==> config.mk <==
export PLATFORM = sky130hd
export DESIGN_NAME = pc_stack_unit
export DESIGN_NICKNAME = d
export VERILOG_FILES = /design/src/rtl/pc_stack_unit.sv
export SDC_FILE = /design/constraint.sdc
export NUM_CORES = 1
export LEC_CHECK = 0
export BUFFER_PORTS_ARGS = -buffer_cell sky130_fd_sc_hd__buf_2
export CORE_MARGIN = 10
export CORE_UTILIZATION = 49
export DETAILED_ROUTE_END_ITERATION = 12
export PLACE_DENSITY = 0.87
export SLEW_MARGIN = 20
export SYNTH_ARGS = -nofsm -noshare
export SYNTH_HDL_FRONTEND = slang
export SYNTH_SLANG_ARGS = --single-unit
==> constraint.sdc <==
create_clock -name clk -period 2.3 [get_ports clk]
set_clock_uncertainty 0.05 [all_clocks]
set_input_delay 0.46 -clock clk [delete_from_list [all_inputs] [get_ports clk]]
set_output_delay 0.46 -clock clk [all_outputs]
set_load 0.005 [all_outputs]
==> src/rtl/pc_stack_unit.sv <==
// Paged program counter with a hardware return-address stack.
// Priority: stall > ret > call > long_jump > branch > sequential increment.
module pc_stack_unit #(
  parameter int PC_W        = 10,
  parameter int PAGE_W      = 8,
  parameter int STACK_DEPTH = 4,
  parameter int INC_MODE    = 0,
  localparam int SP_W       = $clog2(STACK_DEPTH + 1)
) (
  input  logic                 clk,
  input  logic                 start_n,
  input  logic [PC_W-1:0]      start_address,
  input  logic                 stall,
  input  logic                 branch,
  input  logic [PAGE_W-1:0]    br_target,
  input  logic                 long_jump,
  input  logic [PC_W-PAGE_W-1:0] lj_page,
  input  logic [PAGE_W-1:0]    lj_offset,
  input  logic                 call,
  input  logic [PC_W-1:0]      call_target,
  input  logic                 ret,
  output logic [PC_W-1:0]      rp,
  output logic [SP_W-1:0]      sp,
  output logic                 stack_ovf,
  output logic                 stack_unf
);

  localparam int IDX_W = (STACK_DEPTH > 1) ? $clog2(STACK_DEPTH) : 1;

  logic [PC_W-1:0]  rp_q, rp_d;
  logic [SP_W-1:0]  sp_q, sp_d;
  logic             ovf_q, ovf_d;
  logic             unf_q, unf_d;
  logic [PC_W-1:0]  inc_pc;
  logic             push_en;
  logic [IDX_W-1:0] push_idx, pop_idx;
  logic             stack_full, stack_empty;
  logic [PC_W-1:0]  stack_q [2**IDX_W];

  generate
    if (INC_MODE == 0) begin : g_inc_page
      assign inc_pc = {rp_q[PC_W-1:PAGE_W], rp_q[PAGE_W-1:0] + PAGE_W'(1)};
    end else begin : g_inc_full
      assign inc_pc = rp_q + PC_W'(1);
    end
  endgenerate

  // sp-1 modulo the index width equals sp-1 whenever sp > 0, so no wide subtract is needed.
  assign push_idx    = sp_q[IDX_W-1:0];
  assign pop_idx     = push_idx - IDX_W'(1);
  assign stack_full  = (sp_q == SP_W'(STACK_DEPTH));
  assign stack_empty = (sp_q == '0);

  always_comb begin
    rp_d    = rp_q;
    sp_d    = sp_q;
    ovf_d   = ovf_q;
    unf_d   = unf_q;
    push_en = 1'b0;
    if (!stall) begin
      if (ret) begin
        if (!stack_empty) begin
          rp_d = stack_q[pop_idx];
          sp_d = sp_q - SP_W'(1);
        end else begin
          unf_d = 1'b1;
          rp_d  = inc_pc;
        end
      end else if (call) begin
        rp_d = call_target;
        if (!stack_full) begin
          push_en = 1'b1;
          sp_d    = sp_q + SP_W'(1);
        end else begin
          ovf_d = 1'b1;
        end
      end else if (long_jump) begin
        rp_d = {lj_page, lj_offset};
      end else if (branch) begin
        rp_d = {rp_q[PC_W-1:PAGE_W], br_target};
      end else begin
        rp_d = inc_pc;
      end
    end
  end

  always_ff @(posedge clk) begin
    if (!start_n) begin
      rp_q  <= start_address;
      sp_q  <= '0;
      ovf_q <= 1'b0;
      unf_q <= 1'b0;
    end else begin
      rp_q  <= rp_d;
      sp_q  <= sp_d;
      ovf_q <= ovf_d;
      unf_q <= unf_d;
    end
  end

  // Stack storage carries no reset; entries above sp are never read.
  always_ff @(posedge clk) begin
    if (start_n && push_en) begin
      stack_q[push_idx] <= inc_pc;
    end
  end

  assign rp        = rp_q;
  assign sp        = sp_q;
  assign stack_ovf = ovf_q;
  assign stack_unf = unf_q;

endmodule

* After elaboration in Yosys (flattened, before gate mapping) *
Memory sizes are Yosys's and may differ from the RTL's.
Cells that the tools add are included.

storage, ports and cells
  bits in registers = 15
  bits in writable memories = 40
  input bits = 45
  output and inout port bits = 15
  word-level logic and storage cells = 42
  memories = 1

memories
  name     words  width  read ports  clocked after memory_dff  wr ports  line  text
  stack_q  4      10     1           0                         1         38    logic [PC_W-1:0] stack_q [2**IDX_W];

operators by class
  add/sub/neg operators = 4
  equality and inequality tests = 6
  mux-type cells = 17
  bitwise logic cells = 2
  reduce and logical (&&, ||, !) cells = 7

operator list
  operator                                               number
  two-way mux 10 bit                                     6
  two-way mux 3 bit                                      4
  adder 8 x 1 -> 8 bit, second input constant            1
  two-way mux 8 bit                                      1
  AND reduction 4 bit                                    2
  two-way mux 1 bit                                      6
  inequality test 2 bit, second input constant           3
  AND reduction 3 bit                                    2
  inequality test 4 x 1 -> 1 bit, second input constant  1
  adder 3 x 1 -> 3 bit, second input constant            1
  == test 3 bit, second input constant                   1
  logical NOT 3 bit                                      1
  inequality test 3 bit, second input constant           1
  subtractor 3 x 1 -> 3 bit, second input constant       1
  inverter 1 bit                                         2
  nonzero test 2 bit                                     1
  subtractor 2 x 1 -> 2 bit, second input constant       1
  logical AND 1 bit                                      1

* Depth between registers and ports, before layout *
  depth in word-level cells = 8
  mapped depth = 9
  mapped depth without buffers = 7

* Least setup slack after synthesis *
No wires, ideal clock.

  path kind = register -> register
  start point = reg sp_q[0] (netlist: sp[0])
  end point = reg rp_q[5] (netlist: rp[5]) (data pin)
  setup time = 0.269 ns
  arrival = 2.003 ns
  data required time = 1.981 ns
  setup slack = -0.022 ns
  stages on the path, launching flop included = 8
  buffers on the path = 2
  clock period less this slack = 2.322 ns
  path through = dfxtp_1 > buf_6 > inv_1 > ha_1 > clkbuf_1 > mux4_2 > a221oi_1 > o22ai_1

between the ends
  word-level cells in the longest chain between the ends = 6
  elaborated cells between the ends (all ways) = 7
  those cells by class = 1 x add/sub; 4 x mux; 1 x reduce/logical; 1 x memory

RTL lines
  what                       line  text
  from (decl)                31    logic [SP_W-1:0] sp_q, sp_d;
  from (signal assigned)     95    sp_q <= sp_d;
  subtractor 2 x 1 -> 2 bit  50    assign pop_idx = push_idx - IDX_W'(1);
  net pop_idx[0]             36    logic [IDX_W-1:0] push_idx, pop_idx;
  memory (4 x 10 bit)        n/a
  two-way mux 10 bit         62    if (!stack_empty) begin
  two-way mux 10 bit         61    if (ret) begin
  two-way mux 10 bit         60    if (!stall) begin
  two-way mux 10 bit         88    if (!start_n) begin
  to (signal assigned)       89    rp_q <= start_address;
  to (signal assigned)       94    rp_q <= rp_d;
  to (decl)                  30    logic [PC_W-1:0] rp_q, rp_d;

The timed path passes the listed nets, and every way through them passes these cells. The select of a mux whose other input is x is not followed.
A chain may end at the register's enable or synchronous reset.

* Worst setup path in the final report *
  start point = reg sp_q[1] (netlist: sp[1])
  end point = reg rp_q[6] (netlist: rp[6]) (data pin)

between the ends
  word-level cells in the longest chain between the ends = 6
  elaborated cells between the ends (all ways) = 7
  those cells by class = 1 x add/sub; 4 x mux; 1 x reduce/logical; 1 x memory

RTL lines
  what                       line
  subtractor 2 x 1 -> 2 bit  50
  memory (4 x 10 bit)        n/a
  two-way mux 10 bit *       62
  two-way mux 10 bit *       61
  two-way mux 10 bit *       60
  two-way mux 10 bit *       88

Every way passes the cells marked *; elsewhere a longest branch is shown, timed or not. The select of a mux whose other input is x is not followed.

==> results.py <==
metrics = {
    "layout": {
        "antenna_cells": 0,
        "drive_gt1_frac": 0.3358,
        "stdcell_count": 338,
        "syn_to_final_growth_pct": 18.40,
        "nets": 318,
    },
    "logic_synthesis": {
        "synth_nets": 254,
        "yosys_warnings": 0,
        "synth_top_area_share": 0.5576,
        "ys_ff_latch": 55,
        "synth.most_common_cell": "edfxtp_1",
        "synth_edf_count": 50,
        "syn_avg_cell_area_um2": 13.26,
        "synth.area.top_cells": "edfxtp_1 56%, mux4_2 7.5%, dfxtp_1 3.7%, a221oi_1 3.3%, nor2_1 2.8%",
        "synth.cell_area_mm2": 0.002693,
        "synth_cell_types": 38,
        "ys_async_sr_fraction": 0,
        "yosys.area.top_type": "edfxtp_1",
        "synth_cells": 203,
        "synth_common_cells": "50 x edfxtp_1, 20 x nor2_1, 16 x nand2_1",
        "synth_ff_type": "edfxtp_1",
        "synth_seq_area_share": 0.5948,
    },
    "sta": {
        "finalSetupViolCount": 0,
        "finalSetupTns_ns": 0,
        "hold_viol": 0,
        "max-slew-margin-rel": 0.5636,
        "layout_min_cycle_time_ns": 2.193,
        "slew_violations": 0,
        "worstMarginPinSlew_ns": 0.6500,
        "post-route-period-util": 0.9534,
        "rsz0062_at_grt": "false",
        "max_clock_freq_mhz": 456.0,
    },
    "min_path": {
        "hold_class": "in2reg",
        "hold_start": "start_address[2]",
    },
    "detailed_routing": {
        "route.detailed.drc": 0,
        "wl_per_cell_um": 20.09,
        "vias": 1948,
        "ant_nets": 0,
        "firstDrtPassIters": 4,
        "initialDrtViolationCount": 193,
        "wirelength_mm": 6.791,
        "viasPerCell": 5.763,
    },
    "die": {
        "pin_count": 60,
        "die_y_um": 94.13,
        "rows": 26,
        "dieArea_mm2": 0.008860,
        "dieWidth_um": 94.13,
        "start_util": 0.5173,
        "core_mm2": 0.005205,
    },
    "power": {
        "peakVddDrop_v": 0.0005283,
        "leakage_nw": 1.219,
        "p_per_area_mw_per_mm2": 751.5,
    },
    "critical_path": {
        "reg2reg_to": "rp[6]$_DFFE_PP_",
        "cp_max_fo": 10,
        "rr_startpoint": "sp[1]$_SDFFE_PN0P_",
        "cp.arrival_ns": 2.20,
        "max_stage_delay_ns": 0.58,
        "cp-end-kind": "register",
        "reg2reg_depth": 5,
        "crit_slowest_cell": "ha_1",
        "rrSetupSlack_ns": 0.11,
        "critPathLaunch": "sp[1]$_SDFFE_PN0P_",
        "critPathKind": "reg2reg",
        "worst_setup_path_start_kind": "register",
        "path_cells": "inv_1, ha_1, mux4_1, a221oi_1, o22ai_1",
        "critPathRequiredTime_ns": 2.30,
        "worstSetupEndpoint": "rp[6]$_DFFE_PP_",
    },
    "clocking": {
        "cts_resized": 0,
        "clock_latency_ns": 0.31,
        "ctsHoldBuffers": 0,
        "ctsRootBufferMaster": "clkbuf_8",
        "cts_buffers": 5,
        "cts_setup_buffers": 0,
        "htree_levels": 2,
        "cts.sinks": 55,
        "clkTransAtPathRegs_ns": 0.10,
        "cts.path.max_buffers": 2,
        "cts_tree": "yes",
    },
    "global_route": {
        "grt_max_degree": 25,
        "grt_antenna_before_repair": 0,
        "grt_overflow": 0,
        "track_usage": 0.1552,
        "grt_pass1_vias": 2093,
        "grt_pass1_wl_mm": 10.69,
    },
    "placed_design": {
        "portBuffers": 59,
        "gp_congestion": 0.7733,
        "numPlacedInstances": 330,
        "hpwl_mm": 5.283,
    },
    "outcome": {
        "status": "finished, final reports clean",
    },
    "flow_run": {
        "drv_cap": 0,
    },
}
[where the power goes]
group          internal [W]  switching [W]
registers           0.00118      0.0000448
logic              0.000233       0.000291
clock network      0.000328       0.000318
total               0.00174       0.000654
[through the flow]
| step | setup WS (ns) | total power [W] | instance area [um2] | hold WS, ns | utilization |
|---|---|---|---|---|---|
| floorplan | 0.1300 | 0.001599 | 2694 | 0.4104 | - |
| global placement | 0.2563 | 0.001747 | 3073 | 0.3987 | 0.5904 |
| detailed placement | 0.1582 | 0.001768 | 3073 | 0.4136 | 0.5904 |
| CTS | 0.1445 | 0.002403 | 3188 | 0.3988 | 0.6125 |
| global route | 0.001380 | 0.002517 | 3188 | 0.4234 | 0.6125 |
| finish | 0.1071 | 0.002396 | 3188 | 0.4009 | 0.6125 |
[worst min path at each step]
stage                                        end  cells past startpoint
after global routing             rp[2]$_DFFE_PP_                      3
after floorplan           stack_unf$_SDFFE_PN0P_                      2
after global placement    stack_ovf$_SDFFE_PN0P_                      2
final                            rp[2]$_DFFE_PP_                      3
after detailed placement  stack_unf$_SDFFE_PN0P_                      2
after CTS                        rp[2]$_DFFE_PP_                      3
[worst max-delay path, delay by kind of cell (launching register included)]
kind	cells	cell delay, ns
flip-flops	1	0.42
adder cells (fa/ha/maj)	1	0.58
multiplexers	1	0.37
AO/OA/AOI/OAI	2	0.42
buffers and inverters	1	0.11
[placed cells by master, fill, tap and decap left out, types with 2 or more instances in the layout]
cell type	instances
mux4_2	9
clkbuf_8	5
a221oi_1	10
nor3_1	6
xor2_1	5
buf_2	59
o22ai_1	2
nand2_1	16
inv_1	7
buf_4	9
nand3_1	4
nor2b_1	4
and2_1	4
xnor2_1	5
ha_1	5
nor2_1	20
edfxtp_1	50
dfxtp_1	5
o21ai_0	6
a21oi_1	9
and3_1	3
a22oi_1	6
a31oi_1	2
[logic make-up after synthesis]
kind of cell             count (synthesis)  share of synthesized area
flip-flops                              55                     0.5948
XOR/XNOR                                10                    0.03253
buffers and inverters                   19                    0.03717
AO/OA/AOI/OAI                           43                     0.1162
multiplexers                            11                    0.08875
adder cells (fa/ha/maj)                  6                    0.03067
AND/OR/NAND/NOR                         59                    0.09991
[state kept, by name, summed over array words and instances (netlist names)]
name / flops
stack_q: 40
rp: 10
sp: 3
stack_ovf: 1
stack_unf: 1
[cell type report]
type                       instances  area (um2)
clock buffer                       5       68.82
clock inverter                     3       46.29
fill                             419        2017
inverter                           8       30.03
multi-input combinational        129       991.0
sequential                        55        1602
tap                               70       87.58
timing repair buffer              68       362.8
[routing by layer]
metal | vias up | wire length (um) | track usage
li1 | 900 | - | -
met1 | 943 | 2641 | 0.1803
met2 | 101 | 3526 | 0.2707
met3 | 4 | 564 | 0.04157
met4 | 0 | 59 | 0.04937
met5 | - | 0 | 0
Note: power is estimated with default switching activity, not from simulation.
